===== src/rtl/reduced_precision_packer.sv =====
// reduced_precision_packer
// Keeps the low P bits of each accepted BIT_WIDTH-bit value and concatenates
// them LSB-first into BIT_WIDTH-bit rows. A flush drains every buffered bit,
// emitting the trailing partial row zero-padded, so value k of a packed stream
// sits at bit offset k*P for the downstream unpacker.
//
// Optional build macro: PACKER_ROW_COUNT_EN adds o_rows, a wrapping count of
// popped rows that is cleared in the cycle o_done pulses.
//
// Handshakes: a transfer happens in a cycle where valid and ready are both
// high at the rising edge. On the input side that is i_valid && o_ready; on
// the output side that is o_valid && i_ready. A producer holds its data stable
// while valid is high and ready is low. o_ready looks through to i_ready, so a
// full row can be popped and a new value pushed in the same cycle.
module reduced_precision_packer #(
  parameter int BIT_WIDTH = 16,
  parameter int PREC_BITS = 5
) (
  input  logic                 clk,
  input  logic                 rst,
  input  logic [BIT_WIDTH-1:0] i_data,
  input  logic                 i_valid,
  output logic                 o_ready,
  input  logic [PREC_BITS-1:0] i_prec,
  input  logic                 i_flush,
  output logic [BIT_WIDTH-1:0] o_row,
  output logic                 o_valid,
  input  logic                 i_ready,
  output logic                 o_last,
  output logic                 o_done
`ifdef PACKER_ROW_COUNT_EN
  ,
  output logic [15:0]          o_rows
`endif
);

  localparam int AW = 2 * BIT_WIDTH;
  localparam int CW = $clog2(AW);
  localparam logic [CW-1:0]        L_BW  = CW'(BIT_WIDTH);
  localparam logic [PREC_BITS-1:0] L_BWP = PREC_BITS'(BIT_WIDTH);

  typedef enum logic {
    S_RUN   = 1'b0,
    S_FLUSH = 1'b1
  } state_t;

  state_t               r_state;
  state_t               w_state_nxt;
  logic [AW-1:0]        r_acc;
  logic [CW-1:0]        r_cnt;
  logic [PREC_BITS-1:0] r_prec;
  logic                 r_first;
  logic                 r_done;

  logic [PREC_BITS-1:0] w_prec_in;
  logic [PREC_BITS-1:0] w_p;
  logic [BIT_WIDTH-1:0] w_mask;
  logic [BIT_WIDTH-1:0] w_data_m;
  logic                 w_valid;
  logic                 w_ready;
  logic                 w_push;
  logic                 w_pop;
  logic                 w_exit;
  logic [CW-1:0]        w_shamt;
  logic [AW-1:0]        w_ins;
  logic [AW-1:0]        w_acc_nxt;
  logic [CW-1:0]        w_cnt_nxt;

  // Precision select: out-of-range requests fall back to full width, and the
  // first value of a stream uses the live i_prec rather than the latched one.
  always_comb begin
    w_prec_in = i_prec;
    if ((i_prec == '0) || (i_prec > L_BWP)) w_prec_in = L_BWP;
    w_p = r_first ? w_prec_in : r_prec;
  end

  // Keep-mask for the low P bits of the incoming value.
  always_comb begin
    w_mask = '0;
    for (int i = 0; i < BIT_WIDTH; i++) begin
      if (i < int'(w_p)) w_mask[i] = 1'b1;
    end
    w_data_m = i_data & w_mask;
  end

  // Handshake flags; a partial row is only offered while draining.
  always_comb begin
    w_valid = (r_cnt >= L_BW) || ((r_state == S_FLUSH) && (r_cnt != '0));
    w_ready = (r_state == S_RUN) && ((r_cnt < L_BW) || i_ready);
    w_push  = i_valid && w_ready;
    w_pop   = w_valid && i_ready;
    o_valid = w_valid;
    o_ready = w_ready;
    o_last  = w_valid && (r_state == S_FLUSH) && (r_cnt <= L_BW);
    o_row   = r_acc[BIT_WIDTH-1:0];
    o_done  = r_done;
  end

  // Next-state logic: leave FLUSH once nothing is buffered.
  always_comb begin
    w_state_nxt = r_state;
    w_exit      = 1'b0;
    case (r_state)
      S_RUN: begin
        if (i_flush) w_state_nxt = S_FLUSH;
      end
      S_FLUSH: begin
        if (r_cnt == '0) begin
          w_state_nxt = S_RUN;
          w_exit      = 1'b1;
        end
      end
      default: w_state_nxt = S_RUN;
    endcase
  end

  // Accumulator update; on a simultaneous pop the new bits land below the
  // position they would have had, since the low row leaves in the same edge.
  always_comb begin
    w_acc_nxt = r_acc;
    w_cnt_nxt = r_cnt;
    w_shamt   = w_pop ? (r_cnt - L_BW) : r_cnt;
    w_ins     = {{BIT_WIDTH{1'b0}}, w_data_m} << w_shamt;
    if (w_push && w_pop) begin
      w_acc_nxt = (r_acc >> BIT_WIDTH) | w_ins;
      w_cnt_nxt = r_cnt - L_BW + CW'(w_p);
    end else if (w_push) begin
      w_acc_nxt = r_acc | w_ins;
      w_cnt_nxt = r_cnt + CW'(w_p);
    end else if (w_pop) begin
      w_acc_nxt = r_acc >> BIT_WIDTH;
      w_cnt_nxt = (r_cnt >= L_BW) ? (r_cnt - L_BW) : '0;
    end
  end

  // State register, buffer, precision latch and done pulse.
  always_ff @(posedge clk) begin
    if (rst) begin
      r_state <= S_RUN;
      r_acc   <= '0;
      r_cnt   <= '0;
      r_prec  <= L_BWP;
      r_first <= 1'b1;
      r_done  <= 1'b0;
    end else begin
      r_state <= w_state_nxt;
      r_acc   <= w_acc_nxt;
      r_cnt   <= w_cnt_nxt;
      r_done  <= w_exit;
      if (w_push && r_first) begin
        r_prec  <= w_prec_in;
        r_first <= 1'b0;
      end
      if (w_exit) r_first <= 1'b1;
    end
  end

`ifdef PACKER_ROW_COUNT_EN
  logic [15:0] r_rows;

  // Popped-row counter; the clear in the done cycle follows the final row.
  always_ff @(posedge clk) begin
    if (rst) begin
      r_rows <= '0;
    end else if (r_done) begin
      r_rows <= '0;
    end else if (w_pop) begin
      r_rows <= r_rows + 16'd1;
    end
  end

  assign o_rows = r_rows;
`endif

endmodule


===== config.mk =====
export PLATFORM = sky130hd
export DESIGN_NAME = reduced_precision_packer
export DESIGN_NICKNAME = d
export VERILOG_FILES = /design/src/rtl/reduced_precision_packer.sv
export SDC_FILE = /design/constraint.sdc
export NUM_CORES = 1
export LEC_CHECK = 0
export ABC_AREA = 0
export CAP_MARGIN = 25
export CORE_ASPECT_RATIO = 0.6
export CORE_MARGIN = 2
export CORE_UTILIZATION = 40
export DETAILED_ROUTE_END_ITERATION = 7
export PLACE_DENSITY = 0.71
export SETUP_SLACK_MARGIN = 0.2
export SYNTH_ARGS = -nofsm -noshare
export SYNTH_HDL_FRONTEND = slang
export SYNTH_SLANG_ARGS = --single-unit

===== constraint.sdc =====
create_clock -name clk -period 2.7 [get_ports clk]
set_input_delay 0.27 -clock clk [delete_from_list [all_inputs] [get_ports clk]]
set_output_delay 0.27 -clock clk [all_outputs]
set_load 0.01 [all_outputs]

==> flow_metrics.env, run 1 <==
export IMPL_outcome="finished clean"
export IMPL_crit_arrival_ns=2.59
export IMPL_via_per_inst=5.90
export IMPL_synth_cell_types=64
export IMPL_fillers=725
export IMPL_power_leakage_nw=1.82
export IMPL_multiInputGateArea_sq_um=2140
export IMPL_synthTopCellsByArea="dfxtp_1 28%, nand2_1 6.6%, nor2_1 5.0%"
export IMPL_core_sq_um=7820
export IMPL_port_buffer_count=45
export IMPL_finClkSkew_ns=0.00995
export IMPL_antenna_found_initial=0
export IMPL_p_switching_w=0.000766
export IMPL_drv_cap=0
export IMPL_placementRows=25
export IMPL_routed_via_count=3512
export IMPL_gp_congestion=0.933
export IMPL_setup_worst_path_end_class="flop"
export IMPL_period_share_pct=89.5
export IMPL_final_max_slew_violation_count=0
export IMPL_ys_seq_area_share_pct=28.1
export IMPL_swShare_pct=32.5
export IMPL_drt_initial_drc_count=399
export IMPL_drive_gt1_share_pct=23.2
export IMPL_worstSetupPathType="in -> reg"
export IMPL_root_buffer="clkbuf_16"
export IMPL_share_comb_of_total_power_pct=36.5
export IMPL_cts_buffers=5
export IMPL_whs_ns=0.483
export IMPL_netlist_area_leader_share_pct=28.1
export IMPL_hold_path_class="reg -> reg"
export IMPL_synth_edf_count=0
export IMPL_htreeDepth=2
export IMPL_wire_per_inst_um=18.2
export IMPL_clkTransAtPathRegs_ns=0.06
export IMPL_finalHoldViolCount=0
export IMPL_gr_usage_all_layers_pct=25.2
export IMPL_grt_pass1_wl_mm=17.1
export IMPL_max_freq_mhz=414
export IMPL_drtPass1Iterations=6
export IMPL_grt_pass1_vias=3271
export IMPL_power_w=0.00236
export IMPL_synth_seq_cells=45
export IMPL_remaining_drc_errors=0
export IMPL_postCtsHoldBufs=0
export IMPL_area_growth_pct=34.7
export IMPL_yosys_warnings=0
export IMPL_powerDensity_nw_per_um2=545
export IMPL_clock_latency_ns=0.29
export IMPL_cts_tree="done"
export IMPL_ios=46
export IMPL_grt_setup_unrepaired="false"
export IMPL_cp_max_fo=7
export IMPL_max_vdd_ir_drop_mv=0.267
export IMPL_synthCells=410
export IMPL_syn_num_nets=442
export IMPL_cp_start_kind="input port"
export IMPL_clockPowerShare_pct=31.5
export IMPL_nNetsFinal=518
export IMPL_worstMarginPinSlew_ns=0.589
export IMPL_finalCriticalPeriod_ns=2.42
export IMPL_netlist_area_sq_um=3210
export IMPL_diodes=0
export IMPL_synth_largest_area_cell="dfxtp_1"
export IMPL_synth_top_flop_cell="dfxtp_1"
export IMPL_async_reset_ff_share_pct=0
export IMPL_start_util_pct=41.0
export IMPL_hpwl_mm=8.06
export IMPL_die_y_um=73.4
export IMPL_die_width_um=120
export IMPL_tns_ns=0
export IMPL_cts_buffer_depth=2
export IMPL_grt_overflow=0
export IMPL_wl_mm=10.8
export IMPL_finalSetupViolations=0
export IMPL_power_internal_w=0.00159
export IMPL_register_area_sq_um=905
export IMPL_mostFrequentLayoutCells="64 x buf_4, 55 x nand2_1, 44 x dfxtp_1"
export IMPL_fp_dieArea_sq_um=8770
export IMPL_relSlewSlack_pct=60.7
export IMPL_crit_required_ns=2.88
export IMPL_grt_max_degree=29
export IMPL_clock_sinks=45
export IMPL_syn_area_per_cell_sq_um=7.82
export IMPL_layout_commonest_cell="buf_4"
export IMPL_postRouteAntennaNets=0
export IMPL_pwr_share_seq_pct=32.0
## power by group through the flow
stage                     Sequential [W]  Clock [W]  Combinational (W)
after floorplan                 0.000753          0           0.000495
after global placement          0.000766          0           0.000787
after detailed placement        0.000767          0           0.000789
after CTS                       0.000754   0.000742           0.000825
after global routing            0.000761   0.000769           0.000922
final                           0.000755   0.000741           0.000860
## per-stage QoR
step	cell area (sq um)	utilization, %	setup slack [ns]	instances
2_1_floorplan	3220	-	0.241	410
3_3_place_gp	4000	51.2	-0.353	578
3_5_place_dp	4000	51.2	-0.358	578
4_1_cts	4290	54.8	0.202	593
5_1_grt	4320	55.2	0.195	595
6_report	4320	55.2	0.285	595
## layout make-up
type | instances | area share [%]
well taps | 108 | 3.13
multi-input cells | 313 | 49.5
inverters | 11 | 0.956
clock buffers | 7 | 3.30
flip-flops and latches | 45 | 20.9
repair buffers | 110 | 21.5
clock inverters | 1 | 0.695
## flip-flops by register name (all words and copies together) (netlist names)
name	flops
r_cnt	5
r_acc	32
o_done	1
r_first	1
r_prec	5
r_state	1
## worst max-delay path, cell delays in order
cell and delay [ns]:
buf_2 0.12, nor2_4 0.11, nand2_2 0.08, ha_4 0.32, nor2b_4 0.06, a21oi_2 0.17, inv_2 0.09, o211ai_1 0.31
a31oi_2 0.19, mux2_4 0.32, a211o_1 0.32, a41o_1 0.23
## synthesized netlist by cell type, types with 5 or more instances
cell type	n
nand2_1	56
dfxtp_1	45
nor2_1	43
a21oi_1	22
buf_4	17
clkbuf_1	17
mux2i_1	15
a31oi_1	14
o21ai_0	12
inv_1	9
mux2_2	9
nor2b_1	9
a21o_1	8
a22oi_1	8
nand3_1	7
o211ai_1	7
a32oi_1	6
nor3_1	6
o22ai_1	6
a221oi_1	5
and3_1	5
ha_1	5
o221ai_1	5
## what timing repair did
action,CTS,global route
endpoints found under the setup margin,23,23
pin swaps,12,11
buffers inserted,7,2
resized for setup,23,16
## routing by layer
metal | vias up | track usage, % | wire, um
met5 | - | 0 | 0
met4 | 0 | 4.71 | 112
met3 | 22 | 7.61 | 1300
met1 | 1634 | 38.5 | 5360
met2 | 205 | 34.3 | 4050
li1 | 1651 | - | -
## cells by family (layout without fill, tap and decap cells)
family                     after synthesis  count (layout)  synth area share (%)
AOI/OAI and AO/OA                      128             128                  28.6
adders and majority gates                6               6                  2.58
buffers and inverters                   52             129                  8.70
xor gates and xnor gates                 3               3                 0.820
and+or+nand+nor                        148             148                  21.1
muxes                                   28              28                  10.1
DFF                                     45              45                  28.1
## final timing paths
| kind | from | endpoint | slack (ns) | cells past startpoint |
|---|---|---|---|---|
| setup / recovery | i_prec[2] | r_acc[15] | 0.28 | 12 |
| hold / removal | r_acc[31] | r_acc[31] | 0.48 | 1 |
| setup reg to reg | r_first | r_acc[16] | 0.31 | 7 |
| hold reg to reg | r_acc[31] | r_acc[31] | 0.48 | 1 |
Power figures use the tool's default switching activity.
==> run 2, diff against run 1 <==
- CORE_MARGIN: 2 -> unset
- DONT_BUFFER_PORTS: unset -> 1
- PLACE_DENSITY: 0.71 -> 0.63
==> flow_metrics.env, run 2 (synthesis results as in run 1) <==
export IMPL_crit_path_end="r_acc[8]"
export IMPL_crit_required_ns=2.89
export IMPL_routed_via_count=3161
export IMPL_root_buffer="clkbuf_16"
export IMPL_post_cts_buffers=0
export IMPL_htreeDepth=2
export IMPL_outcome="finished clean"
export IMPL_area_growth_pct=9.79
export IMPL_fp_dieArea_sq_um=8390
export IMPL_wl_mm=10.1
export IMPL_cts_buffer_depth=2
export IMPL_max_vdd_ir_drop_mv=0.328
export IMPL_hpwl_mm=7.80
export IMPL_die_y_um=71.4
export IMPL_finClkSkew_ns=0.0113
export IMPL_ios=46
export IMPL_grt_overflow=0
export IMPL_grt_pass1_wl_mm=16.1
export IMPL_worstMarginPinSlew_ns=0.752
export IMPL_worstSetupStartpoint="r_first"
export IMPL_core_sq_um=7510
export IMPL_dpl_worst_slack_ns=-0.109
export IMPL_grt_setup_unrepaired="false"
export IMPL_hold_path_class="in -> reg"
export IMPL_layout_commonest_cell="nand2_1"
export IMPL_cp_start_kind="flop"
export IMPL_period_share_pct=89.7
export IMPL_gr_usage_all_layers_pct=25.1
export IMPL_grt_max_degree=37
export IMPL_start_util_pct=42.7
export IMPL_cts_buffers=5
export IMPL_clkTransAtPathRegs_ns=0.07
export IMPL_drt_initial_drc_count=337
export IMPL_regMostFlops="r_acc"
export IMPL_largest_reg_flops=32
export IMPL_rrSetupSlack_ns=0.28
export IMPL_nNetsFinal=433
export IMPL_gp_congestion=1.00
export IMPL_placementRows=24
export IMPL_max_freq_mhz=413
export IMPL_clock_sinks=45
export IMPL_crit_arrival_ns=2.61
export IMPL_fillers=749
export IMPL_finalSetupViolations=0
export IMPL_wire_per_inst_um=20.0
export IMPL_drv_cap=0
export IMPL_power_w=0.00214
export IMPL_finalHoldViolCount=0
export IMPL_power_leakage_nw=1.43
export IMPL_setup_worst_path_end_class="flop"
export IMPL_grt_pass1_vias=2876
export IMPL_cts_tree="done"
export IMPL_timing_rr_end="r_acc[8]"
export IMPL_die_width_um=118
export IMPL_drtPass1Iterations=5
export IMPL_largest_registers="r_acc x32, r_cnt x5, r_prec x5"
export IMPL_postCtsHoldBufs=0
export IMPL_drive_gt1_share_pct=15.2
export IMPL_port_buffer_count=0
export IMPL_worstSetupPathType="reg -> reg"
export IMPL_relSlewSlack_pct=49.5
export IMPL_reg2regPathDepth=8
export IMPL_via_per_inst=6.25
export IMPL_remaining_drc_errors=0
export IMPL_fin_ws_ns=0.279
export IMPL_rr_startpoint="r_first"
export IMPL_powerDensity_nw_per_um2=607
export IMPL_cp_max_fo=7
export IMPL_finalCriticalPeriod_ns=2.42
export IMPL_diodes=0
export IMPL_whs_ns=0.0423
export IMPL_antenna_found_initial=0
export IMPL_postRouteAntennaNets=0
export IMPL_mostFrequentLayoutCells="56 x nand2_1, 44 x dfxtp_1, 42 x nor2_1"
export IMPL_clock_latency_ns=0.30
export IMPL_final_max_slew_violation_count=0
run 2: cell count changes in the layout (fill, tap and decap cells not counted), sizes merged:
cell and change:
clkinvlp +1, clkdlybuf4s50 -40, clkbuf -3, clkinv -1, dlygate4sd2 -1, buf -41
run 2: metal layers:
| metal | track usage, % | wire length, um |
|---|---|---|
| met1 | 38.2 | 4930 |
| met2 | 31.4 | 3690 |
| met3 | 9.39 | 1370 |
| met4 | 7.69 | 117 |
| met5 | 0 | 0 |
run 2: worst min-delay path by stage:
stage	startpoint	to	slack (ns)	cells past startpoint
3_5_place_dp	rst	r_prec[0]	0.35	1
2_1_floorplan	r_acc[23]	r_acc[23]	0.42	2
5_1_grt	rst	r_acc[7]	0.02	1
4_1_cts	rst	r_acc[7]	0.03	1
3_3_place_gp	rst	r_prec[0]	0.35	1
6_report	rst	r_acc[7]	0.04	1
run 2: power by group:
| part | internal (W) | total (W) | switching (W) |
|---|---|---|---|
| registers | 0.000714 | 0.000773 | 0.0000591 |
| clock network | 0.000463 | 0.000743 | 0.000280 |
| logic | 0.000251 | 0.000621 | 0.000369 |
| total | 0.00143 | 0.00214 | 0.000708 |
run 2: repair_timing:
item,4_1_cts,5_1_grt
setup endpoints to repair,2,16
pin swaps,0,0
gates resized for setup,1,8
run 2: area by class of cell:
class | count | area [sq um] | share of cell area [%]
timing repair buffer | 25 | 200 | 5.69
tap | 104 | 130 | 3.70
sequential | 45 | 902 | 25.6
multi-input combinational | 313 | 2070 | 58.8
inverter | 11 | 45.0 | 1.28
clock buffer | 7 | 143 | 4.05
clock inverter | 1 | 30.0 | 0.853
run 2: worst max-delay path, stage by stage (launching register included):
cell      delay (ns)
dfxtp_2         0.42
buf_4           0.17
nand2b_1        0.06
o22ai_1         0.43
o21ai_0         0.14
a21o_1          0.24
mux2_2          0.32
o31a_1          0.24
a221oi_1        0.28
run 2: metrics by stage:
step           instances  setup TNS, ns  utilization, %  area (sq um)
2_1_floorplan        410              0               -          3220
3_3_place_gp         498        -0.0681            44.2          3310
3_5_place_dp         498         -0.215            44.2          3310
4_1_cts              506              0            46.5          3490
5_1_grt              506              0            46.9          3520
6_report             506              0            46.9          3520
==> run 3, diff against run 2 <==
- HOLD_SLACK_MARGIN: unset -> 0.03
- SKIP_CTS_REPAIR_TIMING: unset -> 1
==> flow_metrics.env, run 3 (synthesis results as in run 1) <==
export IMPL_clkTransAtPathRegs_ns=0.07
export IMPL_antenna_found_initial=0
export IMPL_crit_required_ns=2.94
export IMPL_relSlewSlack_pct=46.5
export IMPL_grt_overflow=0
export IMPL_highest_layer="met4"
export IMPL_gr_usage_all_layers_pct=25.1
export IMPL_finalCriticalPeriod_ns=2.41
export IMPL_nNetsFinal=434
export IMPL_cts_buffer_depth=2
export IMPL_start_util_pct=42.7
export IMPL_cp_max_fo=7
export IMPL_ios=46
export IMPL_largest_reg_flops=32
export IMPL_cp_start_kind="flop"
export IMPL_layout_commonest_cell="nand2_1"
export IMPL_cts_tree="done"
export IMPL_grt_max_degree=37
export IMPL_grt_setup_unrepaired="true"
export IMPL_wl_mm=10.2
export IMPL_root_buffer="clkbuf_16"
export IMPL_worstSetupPathType="reg -> reg"
export IMPL_htreeDepth=2
export IMPL_fp_dieArea_sq_um=8390
export IMPL_via_per_inst=6.23
export IMPL_wl_met2_mm=3.72
export IMPL_finalHoldViolCount=0
export IMPL_setup_worst_path_end_class="flop"
export IMPL_dr_wl_met3_mm=1.37
export IMPL_die_width_um=118
export IMPL_mostFrequentLayoutCells="56 x nand2_1, 44 x dfxtp_1, 42 x nor2_1"
export IMPL_hpwl_mm=7.80
export IMPL_area_growth_pct=10.1
export IMPL_grt_pass1_vias=2876
export IMPL_clock_latency_ns=0.30
export IMPL_dpl_worst_slack_ns=-0.109
export IMPL_diodes=0
export IMPL_worstMarginPinSlew_ns=0.797
export IMPL_crit_arrival_ns=2.64
export IMPL_power_w=0.00214
export IMPL_grt_pass1_wl_mm=16.1
export IMPL_fillers=749
export IMPL_outcome="finished clean"
export IMPL_gp_congestion=1.00
export IMPL_power_leakage_nw=1.43
export IMPL_finClkSkew_ns=0.0114
export IMPL_postRouteAntennaNets=0
export IMPL_powerDensity_nw_per_um2=606
export IMPL_tns_ns=0
export IMPL_port_buffer_count=0
export IMPL_drt_initial_drc_count=341
export IMPL_core_sq_um=7510
export IMPL_wl_met1_mm=4.98
export IMPL_final_max_slew_violation_count=0
export IMPL_largest_registers="r_acc x32, r_cnt x5, r_prec x5"
export IMPL_regMostFlops="r_acc"
export IMPL_routed_via_count=3158
export IMPL_drv_cap=0
export IMPL_wire_per_inst_um=20.1
export IMPL_cts_buffers=5
export IMPL_drtPass1Iterations=6
export IMPL_die_y_um=71.4
export IMPL_hold_path_class="in -> reg"
export IMPL_finalSetupViolations=0
export IMPL_fin_ws_ns=0.293
export IMPL_max_vdd_ir_drop_mv=0.328
export IMPL_max_freq_mhz=416
export IMPL_placementRows=24
export IMPL_period_share_pct=89.1
export IMPL_drive_gt1_share_pct=14.9
export IMPL_remaining_drc_errors=0
export IMPL_clock_sinks=45
run 3: cell count changes in the layout (fill, tap and decap cells not counted), sizes merged:
cell,change
dlygate4sd3,+1
run 3: power breakdown:
group | total (W) | internal (W) | switching [W] | leakage [nW]
clock network | 0.000742 | 0.000463 | 0.000279 | 0.0841
logic | 0.000624 | 0.000252 | 0.000372 | 0.977
registers | 0.000773 | 0.000714 | 0.0000588 | 0.366
run 3: area by class of cell:
cell class / instances / area [sq um] / area share, %
clock buffer: 7 / 143 / 4.04
clock inverter: 1 / 30.0 / 0.851
inverter: 11 / 45.0 / 1.28
multi-input combinational: 313 / 2070 / 58.6
sequential: 45 / 902 / 25.6
tap: 104 / 130 / 3.69
timing repair buffer: 26 / 210 / 5.96
run 3: through the flow:
step	hold slack, ns	instances	utilization (%)	area (sq um)
after floorplan	0.425	410	-	3220
after global placement	0.347	498	44.2	3310
after detailed placement	0.349	498	44.2	3310
after CTS	0.0305	506	46.5	3490
after global routing	0.0325	507	47.0	3530
final	0.0442	507	47.0	3530
run 3: worst paths after layout:
check,startpoint,end,slack [ns],cells after the start
worst max-delay path,r_first,r_acc[7],0.29,8
worst min-delay path,rst,r_acc[25],0.04,1
worst max register to register,r_first,r_acc[7],0.29,8
worst min register to register,r_acc[23],r_acc[7],0.46,2
run 3: metal layers:
layer,GRT usage (%),vias to the layer above
met2,31.4,173
met4,7.69,0
met1,38.2,1496
li1,-,1481
met3,9.39,8
met5,0,-
run 3: worst max-delay path, stage by stage (launching register included):
cell and delay (ns):
dfxtp_2 0.42, buf_4 0.17, nand2b_1 0.06, o22ai_1 0.42
o31a_1 0.28, mux2i_2 0.12, mux4_2 0.53, nand2b_1 0.17
a31oi_1 0.16
